File: config.mk
export PLATFORM = sky130hd
export DESIGN_NAME = seg7_readback_flat
export DESIGN_NICKNAME = d
export VERILOG_FILES = /design/src/rtl/seg7_readback_if.sv /design/src/rtl/seg7_readback.sv /design/src/flat_wrapper.sv
export SDC_FILE = /design/constraint.sdc
export NUM_CORES = 1
export LEC_CHECK = 0
export CAP_MARGIN = 20
export CORE_MARGIN = 2
export CORE_UTILIZATION = 45
export CTS_CLUSTER_DIAMETER = 120
export DETAILED_ROUTE_END_ITERATION = 8
export PLACE_DENSITY = 0.7
export SKIP_LAST_GASP = 1
export SLEW_MARGIN = 5
export SYNTH_ARGS = -nofsm -noshare
export SYNTH_HDL_FRONTEND = slang
export SYNTH_SLANG_ARGS = --single-unit
export TNS_END_PERCENT = 50
File: constraint.sdc
create_clock -name i_clk -period 4.1 [get_ports i_clk]
set_input_delay 0.41 -clock i_clk [delete_from_list [all_inputs] [get_ports i_clk]]
set_output_delay 0.41 -clock i_clk [all_outputs]
set_load 0.05 [all_outputs]
File: src/rtl/seg7_readback_if.sv
// Segment-bus readback handshake: start/seg_bus in, busy/done/value/valid_mask/err out.
// The bench drives through the master modport; the readback core uses the slave modport.
interface seg7_readback_if #(
   parameter int DIGITS = 6
);
   logic                  start;
   logic [7*DIGITS-1:0]   seg_bus;
   logic                  busy;
   logic                  done;
   logic [4*DIGITS-1:0]   value;
   logic [DIGITS-1:0]     valid_mask;
   logic                  err;

   modport master (
      output start,
      output seg_bus,
      input  busy,
      input  done,
      input  value,
      input  valid_mask,
      input  err
   );

   modport slave (
      input  start,
      input  seg_bus,
      output busy,
      output done,
      output value,
      output valid_mask,
      output err
   );
endinterface

File: src/rtl/seg7_readback.sv
// Snapshots the active-low segment bus on start and decodes one digit per clock into hex nibbles.
// done pulses DIGITS cycles after the start edge; start is ignored while busy, with no queueing.
module seg7_readback #(
   parameter int DIGITS = 6
) (
   input  logic           i_clk,
   input  logic           i_rst,
   seg7_readback_if.slave bus
);

   localparam int IW = (DIGITS > 1) ? $clog2(DIGITS) : 1;

   typedef enum logic [1:0] {
      IDLE,
      SCAN,
      DONE
   } state_t;

   state_t                r_state;
   logic [7*DIGITS-1:0]   r_snap;
   logic [IW-1:0]         r_idx;
   logic [4*DIGITS-1:0]   r_value;
   logic [DIGITS-1:0]     r_mask;
   logic                  r_err;
   logic                  r_busy;
   logic                  r_done;

   logic [6:0]            w_pat;
   logic [3:0]            w_nib;
   logic                  w_ok;
   logic [4*DIGITS-1:0]   w_value_nxt;
   logic [DIGITS-1:0]     w_mask_nxt;
   logic                  w_last;

   // Pattern bits are a..g from MSB to LSB, active-low; result is {legal, nibble}.
   function automatic logic [4:0] decode(input logic [6:0] p);
      case (p)
         7'b0000001: return {1'b1, 4'h0};
         7'b1001111: return {1'b1, 4'h1};
         7'b0010010: return {1'b1, 4'h2};
         7'b0000110: return {1'b1, 4'h3};
         7'b1001100: return {1'b1, 4'h4};
         7'b0100100: return {1'b1, 4'h5};
         7'b0100000: return {1'b1, 4'h6};
         7'b0001111: return {1'b1, 4'h7};
         7'b0000000: return {1'b1, 4'h8};
         7'b0000100: return {1'b1, 4'h9};
         7'b0001000: return {1'b1, 4'hA};
         7'b1100000: return {1'b1, 4'hB};
         7'b0110001: return {1'b1, 4'hC};
         7'b1000010: return {1'b1, 4'hD};
         7'b0110000: return {1'b1, 4'hE};
         7'b0111000: return {1'b1, 4'hF};
         default:    return 5'b0_0000;
      endcase
   endfunction

   // Digit select and merge use compare loops so an out-of-range index can never
   // produce an out-of-bounds part select.
   always_comb begin
      w_pat = 7'h7F;
      for (int i = 0; i < DIGITS; i++) begin
         if (r_idx == IW'(i)) begin
            w_pat = r_snap[7*i +: 7];
         end
      end
      {w_ok, w_nib} = decode(w_pat);
      w_value_nxt = r_value;
      w_mask_nxt  = r_mask;
      for (int i = 0; i < DIGITS; i++) begin
         if (r_idx == IW'(i)) begin
            w_value_nxt[4*i +: 4] = w_nib;
            w_mask_nxt[i]         = w_ok;
         end
      end
   end

   assign w_last = (r_idx == IW'(DIGITS - 1));

   always_ff @(posedge i_clk or posedge i_rst) begin
      if (i_rst) begin
         r_state <= IDLE;
         r_snap  <= '0;
         r_idx   <= '0;
         r_value <= '0;
         r_mask  <= '0;
         r_err   <= 1'b0;
         r_busy  <= 1'b0;
         r_done  <= 1'b0;
      end else begin
         case (r_state)
            IDLE: begin
               r_done <= 1'b0;
               if (bus.start) begin
                  r_snap  <= bus.seg_bus;
                  r_value <= '0;
                  r_mask  <= '0;
                  r_err   <= 1'b0;
                  r_idx   <= '0;
                  r_busy  <= 1'b1;
                  r_state <= SCAN;
               end
            end
            SCAN: begin
               r_value <= w_value_nxt;
               r_mask  <= w_mask_nxt;
               if (w_last) begin
                  r_err   <= ~&w_mask_nxt;
                  r_done  <= 1'b1;
                  r_state <= DONE;
               end else begin
                  r_idx <= r_idx + 1'b1;
               end
            end
            DONE: begin
               r_done  <= 1'b0;
               r_busy  <= 1'b0;
               r_state <= IDLE;
            end
            default: begin
               r_done  <= 1'b0;
               r_busy  <= 1'b0;
               r_state <= IDLE;
            end
         endcase
      end
   end

   assign bus.busy       = r_busy;
   assign bus.done       = r_done;
   assign bus.value      = r_value;
   assign bus.valid_mask = r_mask;
   assign bus.err        = r_err;

endmodule

File: src/flat_wrapper.sv
// flat-port wrapper written by rule: the top's interface ports become plain ports
module seg7_readback_flat 
#(
   parameter int DIGITS = 6
)
  (i_clk, i_rst, bus_start, bus_seg_bus, bus_busy, bus_done, bus_value, bus_valid_mask, bus_err);
  seg7_readback_if #(.DIGITS(DIGITS)) bus_i ();
  input  logic i_clk;
  input  logic i_rst;
  input wire logic [$bits(bus_i.start)-1:0] bus_start;
  input wire logic [$bits(bus_i.seg_bus)-1:0] bus_seg_bus;
  output wire logic [$bits(bus_i.busy)-1:0] bus_busy;
  output wire logic [$bits(bus_i.done)-1:0] bus_done;
  output wire logic [$bits(bus_i.value)-1:0] bus_value;
  output wire logic [$bits(bus_i.valid_mask)-1:0] bus_valid_mask;
  output wire logic [$bits(bus_i.err)-1:0] bus_err;
  assign bus_i.start = bus_start;
  assign bus_i.seg_bus = bus_seg_bus;
  assign bus_busy = bus_i.busy;
  assign bus_done = bus_i.done;
  assign bus_value = bus_i.value;
  assign bus_valid_mask = bus_i.valid_mask;
  assign bus_err = bus_i.err;
  seg7_readback #(.DIGITS(DIGITS)) u_core (.i_clk(i_clk), .i_rst(i_rst), .bus(bus_i));
endmodule
### After elaboration in Yosys (flattened, before gate mapping)

Cells that the tools add are included.
Widths: inputs -> output; s select.

| word-level totals | value |
|---|---|
| register bits after elaboration | 80 |
| bits in latches | 0 |
| RAM bits | 0 |
| memory bits (read-only) | 0 |
| input port bits | 45 |
| memories kept | 0 |

| cells by class | value |
|---|---|
| add/sub/neg operators | 1 |
| multiply operators | 0 |
| div/mod/pow operators | 0 |
| order comparisons | 0 |
| equality and inequality tests | 29 |
| shifts and indexed selects | 0 |
| mux-type cells | 36 |
| bitwise operators | 1 |
| reductions and logical operators | 17 |

Operators with widths:

| operator | number |
|---|---|
| $pmux 5 s16 | 1 |
| $pmux 24 s2 | 1 |
| $mux 7 | 6 |
| $eq 7x6->1 const B | 5 |
| $eq 7x7->1 const B | 4 |
| $mux 24 | 1 |
| $mux 4 | 6 |
| $reduce_and 3->1 | 7 |
| $eq 7x3->1 const B | 2 |
| $eq 7x4->1 const B | 2 |
| $ne 2x1->1 const B | 6 |
| $pmux 6 s2 | 1 |
| $mux 1 | 11 |
| $reduce_and 2->1 | 4 |
| $eq 7x1->1 const B | 1 |
| $eq 7x5->1 const B | 1 |
| $logic_not 7->1 | 1 |
| $eq 3x2->1 const B | 2 |
| $eq 3x3->1 const B | 2 |
| $mux 3 | 2 |
| $mux 6 | 1 |
| $pmux 3 s2 | 1 |
| $reduce_and 6->1 | 1 |
| $mux 2 | 2 |
| other kinds (11) | 13 |

### Longest topological paths before layout

Gate-level depths: netlist of run 1.

| depth | value |
|---|---|
| depth in word-level cells | 14 |
| gate-level depth with buffers | 14 |
| depth with buffers taken out | 11 |

### Least setup slack after synthesis of run 1

No wires, ideal clock.

| path | value |
|---|---|
| kind | flip-flop to flip-flop |
| from | register u_core.r_idx[0] |
| to | register u_core.r_err, in the netlist u_core.bus.err |
| library setup time | 0.126 ns |
| arrival time | 2.738 ns |
| path slack | 1.236 ns |
| cell stages (with the launch flop) | 12 |
| buffers on the path | 1 |
| path through | dfrtp_1 > ha_1 > ha_1 > buf_2 > or2_2 > a211o_1 > o211ai_2 > nand3_4 > or4_4 > o211ai_2 > nor3_2 > a311o_1 |

| between the ends | value |
|---|---|
| cells in the longest elaborated chain, start to end | 14 |
| elaborated cells on any way between the ends | 41 |
| those cells by class | 21 x eq/ne; 15 x mux; 5 x reduce/logical |

RTL lines:

| what | RTL line | text |
|---|---|---|
| start: declaration | seg7_readback.sv:21 | `logic [IW-1:0] r_idx;` |
| start signal: assignment | seg7_readback.sv:112 | `r_idx <= r_idx + 1'b1;` |
| $logic_not 3->1 | seg7_readback.sv:63, seg7_readback.sv:71 |  |
| $mux 7 (6 in series) | seg7_readback.sv:63 | `if (r_idx == IW'(i)) begin` |
| $eq 7x6->1 (tied with other cells) | seg7_readback.sv:37 | `case (p)` |
| $pmux 5 s16 | seg7_readback.sv:37 |  |
| $mux 1 | seg7_readback.sv:71 | `if (r_idx == IW'(i)) begin` |
| $reduce_and 6->1 | seg7_readback.sv:108 | `r_err <= ~&w_mask_nxt;` |
| $logic_not 1->1 | seg7_readback.sv:108 |  |
| $mux 1 | seg7_readback.sv:107 | `if (w_last) begin` |
| $pmux 1 s2 | seg7_readback.sv:91 | `case (r_state)` |
| end signal: assignment | seg7_readback.sv:108 |  |
| end: declaration | seg7_readback.sv:24 | `logic r_err;` |

Several ways; a longest one is shown, not always the timed one. The select of a mux whose other input is x is not followed.
A chain may end at the register's enable or synchronous reset.

### Worst setup path in the final report of run 1

| path | value |
|---|---|
| from | register u_core.r_idx[0] |
| to | register u_core.r_value[2], in the netlist u_core.bus.value[2] |

| between the ends | value |
|---|---|
| cells in the longest elaborated chain, start to end | 11 |
| elaborated cells on any way between the ends | 33 |
| those cells by class | 21 x eq/ne; 9 x mux; 3 x reduce/logical |

RTL lines:

| what | RTL line | text |
|---|---|---|
| $logic_not 3->1 | seg7_readback.sv:63, seg7_readback.sv:71 |  |
| $mux 7 (6 in series) | seg7_readback.sv:63 |  |
| $eq 7x6->1 (tied with other cells) | seg7_readback.sv:37 |  |
| $pmux 5 s16 | seg7_readback.sv:37 |  |
| $mux 4 | seg7_readback.sv:71 |  |
| $pmux 24 s2 | seg7_readback.sv:91 |  |
| end signal: assignment | seg7_readback.sv:105 | `r_value <= w_value_nxt;` |
| end: declaration | seg7_readback.sv:22 | `logic [4*DIGITS-1:0] r_value;` |

Several ways; a longest one is shown, not always the timed one. The select of a mux whose other input is x is not followed.

==> results of run 1 <==
==> logic make-up (layout without fill, tap and decap cells) <==
family	after synthesis	in the layout	synth area share [%]
adder cells (fa/ha/maj)	5	5	1.57
AND/OR/NAND/NOR	226	226	25.9
AO/OA/AOI/OAI	103	103	17.9
buffers and inverters	35	111	3.96
XOR/XNOR	1	1	0.220
flip-flops	80	80	50.3
multiplexers	1	1	0.251
==> registers in the layout, indices dropped and copies added (netlist names) <==
register / count
u_core.bus.busy: 1
u_core.bus.valid_mask: 6
u_core.r_state: 2
u_core.bus.done: 1
u_core.bus.value: 24
u_core.bus.err: 1
u_core.r_snap: 42
u_core.r_idx: 3
==> power groups by stage <==
stage               registers [uW]  logic, uW  clock network (uW)
floorplan                     1560       1430                   0
global placement              1320       2250                   0
detailed placement            1330       2300                   0
CTS                           1320       2310                 651
global route                  1360       2570                 682
finish                        1320       2330                 643
==> layout make-up <==
| type | instances | area share, % |
|---|---|---|
| repair buffers | 83 | 16.2 |
| well taps | 108 | 2.68 |
| inverters | 12 | 0.893 |
| flip-flops and latches | 80 | 39.7 |
| clock buffers | 9 | 2.45 |
| clock inverters | 7 | 1.88 |
| multi-input cells | 336 | 36.3 |
==> worst paths after layout <==
path | cells past startpoint | start | slack (ns) | to
worst min register to register | 2 | u_core.r_snap[1]$_DFFE_PP0P_ | 0.48 | u_core.r_snap[1]$_DFFE_PP0P_
max in group asynchronous | 3 | i_rst | 2.55 | u_core.r_idx[2]$_DFFE_PP0P_
min in group i_clk | 2 | u_core.r_snap[1]$_DFFE_PP0P_ | 0.48 | u_core.r_snap[1]$_DFFE_PP0P_
worst max register to register | 11 | u_core.r_idx[0]$_DFFE_PP0P_ | 0.45 | u_core.bus.value[2]$_DFFE_PP0P_
worst min-delay path | 2 | i_rst | 0.43 | u_core.bus.value[9]$_DFFE_PP0P_
worst max-delay path | 11 | u_core.r_idx[0]$_DFFE_PP0P_ | 0.45 | u_core.bus.value[2]$_DFFE_PP0P_
==> stage by stage <==
stage / setup slack, ns / util (%) / hold WS [ns]
after global routing: 0.154 / 58.4 / 0.487
final: 0.451 / 58.4 / 0.431
after detailed placement: 0.489 / 55.9 / 0.465
after CTS: 0.478 / 58.4 / 0.452
after global placement: 0.619 / 55.9 / 0.465
after floorplan: 1.24 / - / 0.446
==> worst reg2reg max path, cell delays in order, from the launching register on <==
cell and delay [ns]:
dfrtp_1 0.41, inv_1 0.12, ha_1 0.33, and2b_1 0.41
a21oi_1 0.12, a221o_1 0.36, a22oi_2 0.46, nand3_4 0.15
or4_4 0.53, o21ai_0 0.18, o21ai_1 0.27, o21ai_0 0.23
==> Yosys cell counts, drive strengths merged, types with 2 or more instances <==
cell	n	area (sq um)
a22oi	3	46.3
nor3	8	45.0
nand3	11	67.6
a311o	2	20.0
ha	5	62.6
nor2	18	67.6
o211ai	4	40.0
o31ai	2	15.0
nand3b	3	22.5
buf	8	56.3
a211oi	2	15.0
o22ai	3	18.8
a32o	4	40.0
o21ai	44	220
inv	12	45.0
a221oi	2	17.5
and2	5	31.3
dfrtp	80	2000
o21a	2	15.0
a22o	9	78.8
a21oi	14	73.8
nand2	146	548
nor3b	8	60.1
o32ai	2	17.5
nor2b	18	113
nand4	2	12.5
clkbuf	15	56.3
a221o	3	30.0
==> per-layer routing <==
metal | up-vias | wire length, microns | track usage [%]
li1 | 1691 | - | -
met1 | 1626 | 4540 | 28.6
met2 | 111 | 4920 | 37.2
met3 | 16 | 488 | 3.01
met4 | 0 | 243 | 9.19
met5 | - | 0 | 0
==> impl_metrics.yaml, run 1 <==
grt:
  grt_pass1_wl_microns: 17000
  antenna_found_initial: 0
  grt_max_degree: 56
  grt_usage_pct: 22.0
  first_global_vias: 3456
  grt.overflow.total: 0
synthesis:
  synth-seq-area-share_pct: 50.3
  postSynthCellCount: 451
  syn_area_per_cell_sq_um: 8.83
  ys_ff_latch: 80
  ys_types: 53
  synth_fp_nets: 501
  ys.flop_type: "dfrtp_1"
  synth_edf_count: 0
  synth_area_sq_um: 3980
  async_reset_ff_share_pct: 100
  yosysWarnings: 0
drt:
  first_iter_violations: 194
  wl_per_cell_microns: 16.1
  detail-route-antenna-nets: 0
  drc: 0
  vias: 3444
  via_per_inst: 5.42
  firstDrtPassIters: 4
  wl_microns: 10200
timing:
  fmax_ghz: 0.274
  setup_tns_ns: 0
  final-hold-violation-count: 0
  finalSetupViolCount: 0
  tightest_slew_ns: 0.871
  slew_violations: 0
  grt_setup_unrepaired: "false"
  fin_crit_sh_pct: 89.0
  fin_skew_ns: 0.00655
  layout_min_cycle_time_ns: 3.65
  slew_headroom_pct: 41.7
cts:
  cts_resized: 0
  cts_setup_buffers: 0
  insertion_delay_ns: 0.36
  cts_max_path_buffers: 2
  clkSinkCount: 80
  cts.htree.levels: 3
  cts_tree: "built"
  clk_pin_slew_ns: 0.08
  cts_buffers: 9
  root_buffer: "clkbuf_8"
  cts_hold_buffers: 0
power:
  seq_power_share_pct: 30.7
  power_uw: 4290
  power_density_nw_per_um2: 849
  pwr-share-comb_pct: 54.3
  p_clk_share_pct: 15.0
  switchingPower_uw: 2040
  p_int_uw: 2250
  leakagePower_uw: 0.00228
  peakVddDrop_uv: 268
  p_sw_share_pct: 47.6
setup_path:
  cpMostUsedCell: "o21ai_0"
  crit_required_ns: 4.37
  critPathKind: "reg2reg"
  crit_family: "compound AO/OA/AOI/OAI gates"
  worst-path-buf-inv: 1
  crit_chain: "inv_1 > ha_1 > and2b_1 > a21oi_1 > a221o_1 > a22oi_2 > nand3_4 > or4_4 > o21ai_0 > o21ai_1 > o21ai_0"
  worst_path_largest_cell_delay_ns: 0.53
  worstPathArrival_ns: 3.92
  endpoint_kind: "flop"
  slowest_stage: "or4_4"
  crit_path_max_fanout: 11
  worstSetupStartpointType: "flop"
die:
  initial_core_util_pct: 46.1
  core-area_sq_um: 8640
  num_rows: 34
  die-height_microns: 98.1
  die-width_microns: 98.1
  dieArea_sq_um: 9620
  ios: 78
cells_and_area:
  seq_area_sq_um: 2000
  multi_input_area_sq_um: 1830
  layout_commonest_cell: "nand2_1"
  area_growth_pct: 26.7
  antennaDiodeCount: 0
  layout_common_cells: "nand2_1, dfrtp_1, clkdlybuf4s50_1"
  final_area_sq_um: 5050
  finalNonFillerCells: 635
  nNetsFinal: 572
  fillers: 788
  drive_gt1_share_pct: 6.83
status:
  status: "finished clean"
min_path:
  worstHoldPathType: "in2async"
place:
  dp.cells: 619
  placed_area_sq_um: 4830
  port_buffers: 77
  place_congestion: 0.919
  dpl.hpwl_microns: 7540
run:
  drv_cap: 0
(Power assumes the default switching activity.)
==> run 2, diff against run 1 <==
--- a/config.mk
+++ b/config.mk
@@ -5,6 +5,7 @@
 export SDC_FILE = /design/constraint.sdc
 export NUM_CORES = 1
 export LEC_CHECK = 0
+export ABC_CLOCK_PERIOD_IN_PS = 4100
 export CAP_MARGIN = 20
 export CORE_MARGIN = 2
 export CORE_UTILIZATION = 45
==> results of run 2 <==
Final layout, timing and power as in run 1 (identical DEF).
==> run 3, diff against run 2 <==
--- a/config.mk
+++ b/config.mk
@@ -11,6 +11,7 @@
 export CORE_UTILIZATION = 45
 export CTS_CLUSTER_DIAMETER = 120
 export DETAILED_ROUTE_END_ITERATION = 8
+export HOLD_SLACK_MARGIN = 0.12
 export PLACE_DENSITY = 0.7
 export SKIP_LAST_GASP = 1
 export SLEW_MARGIN = 5
==> results of run 3 <==
Final layout, timing and power as in run 1 (identical DEF).
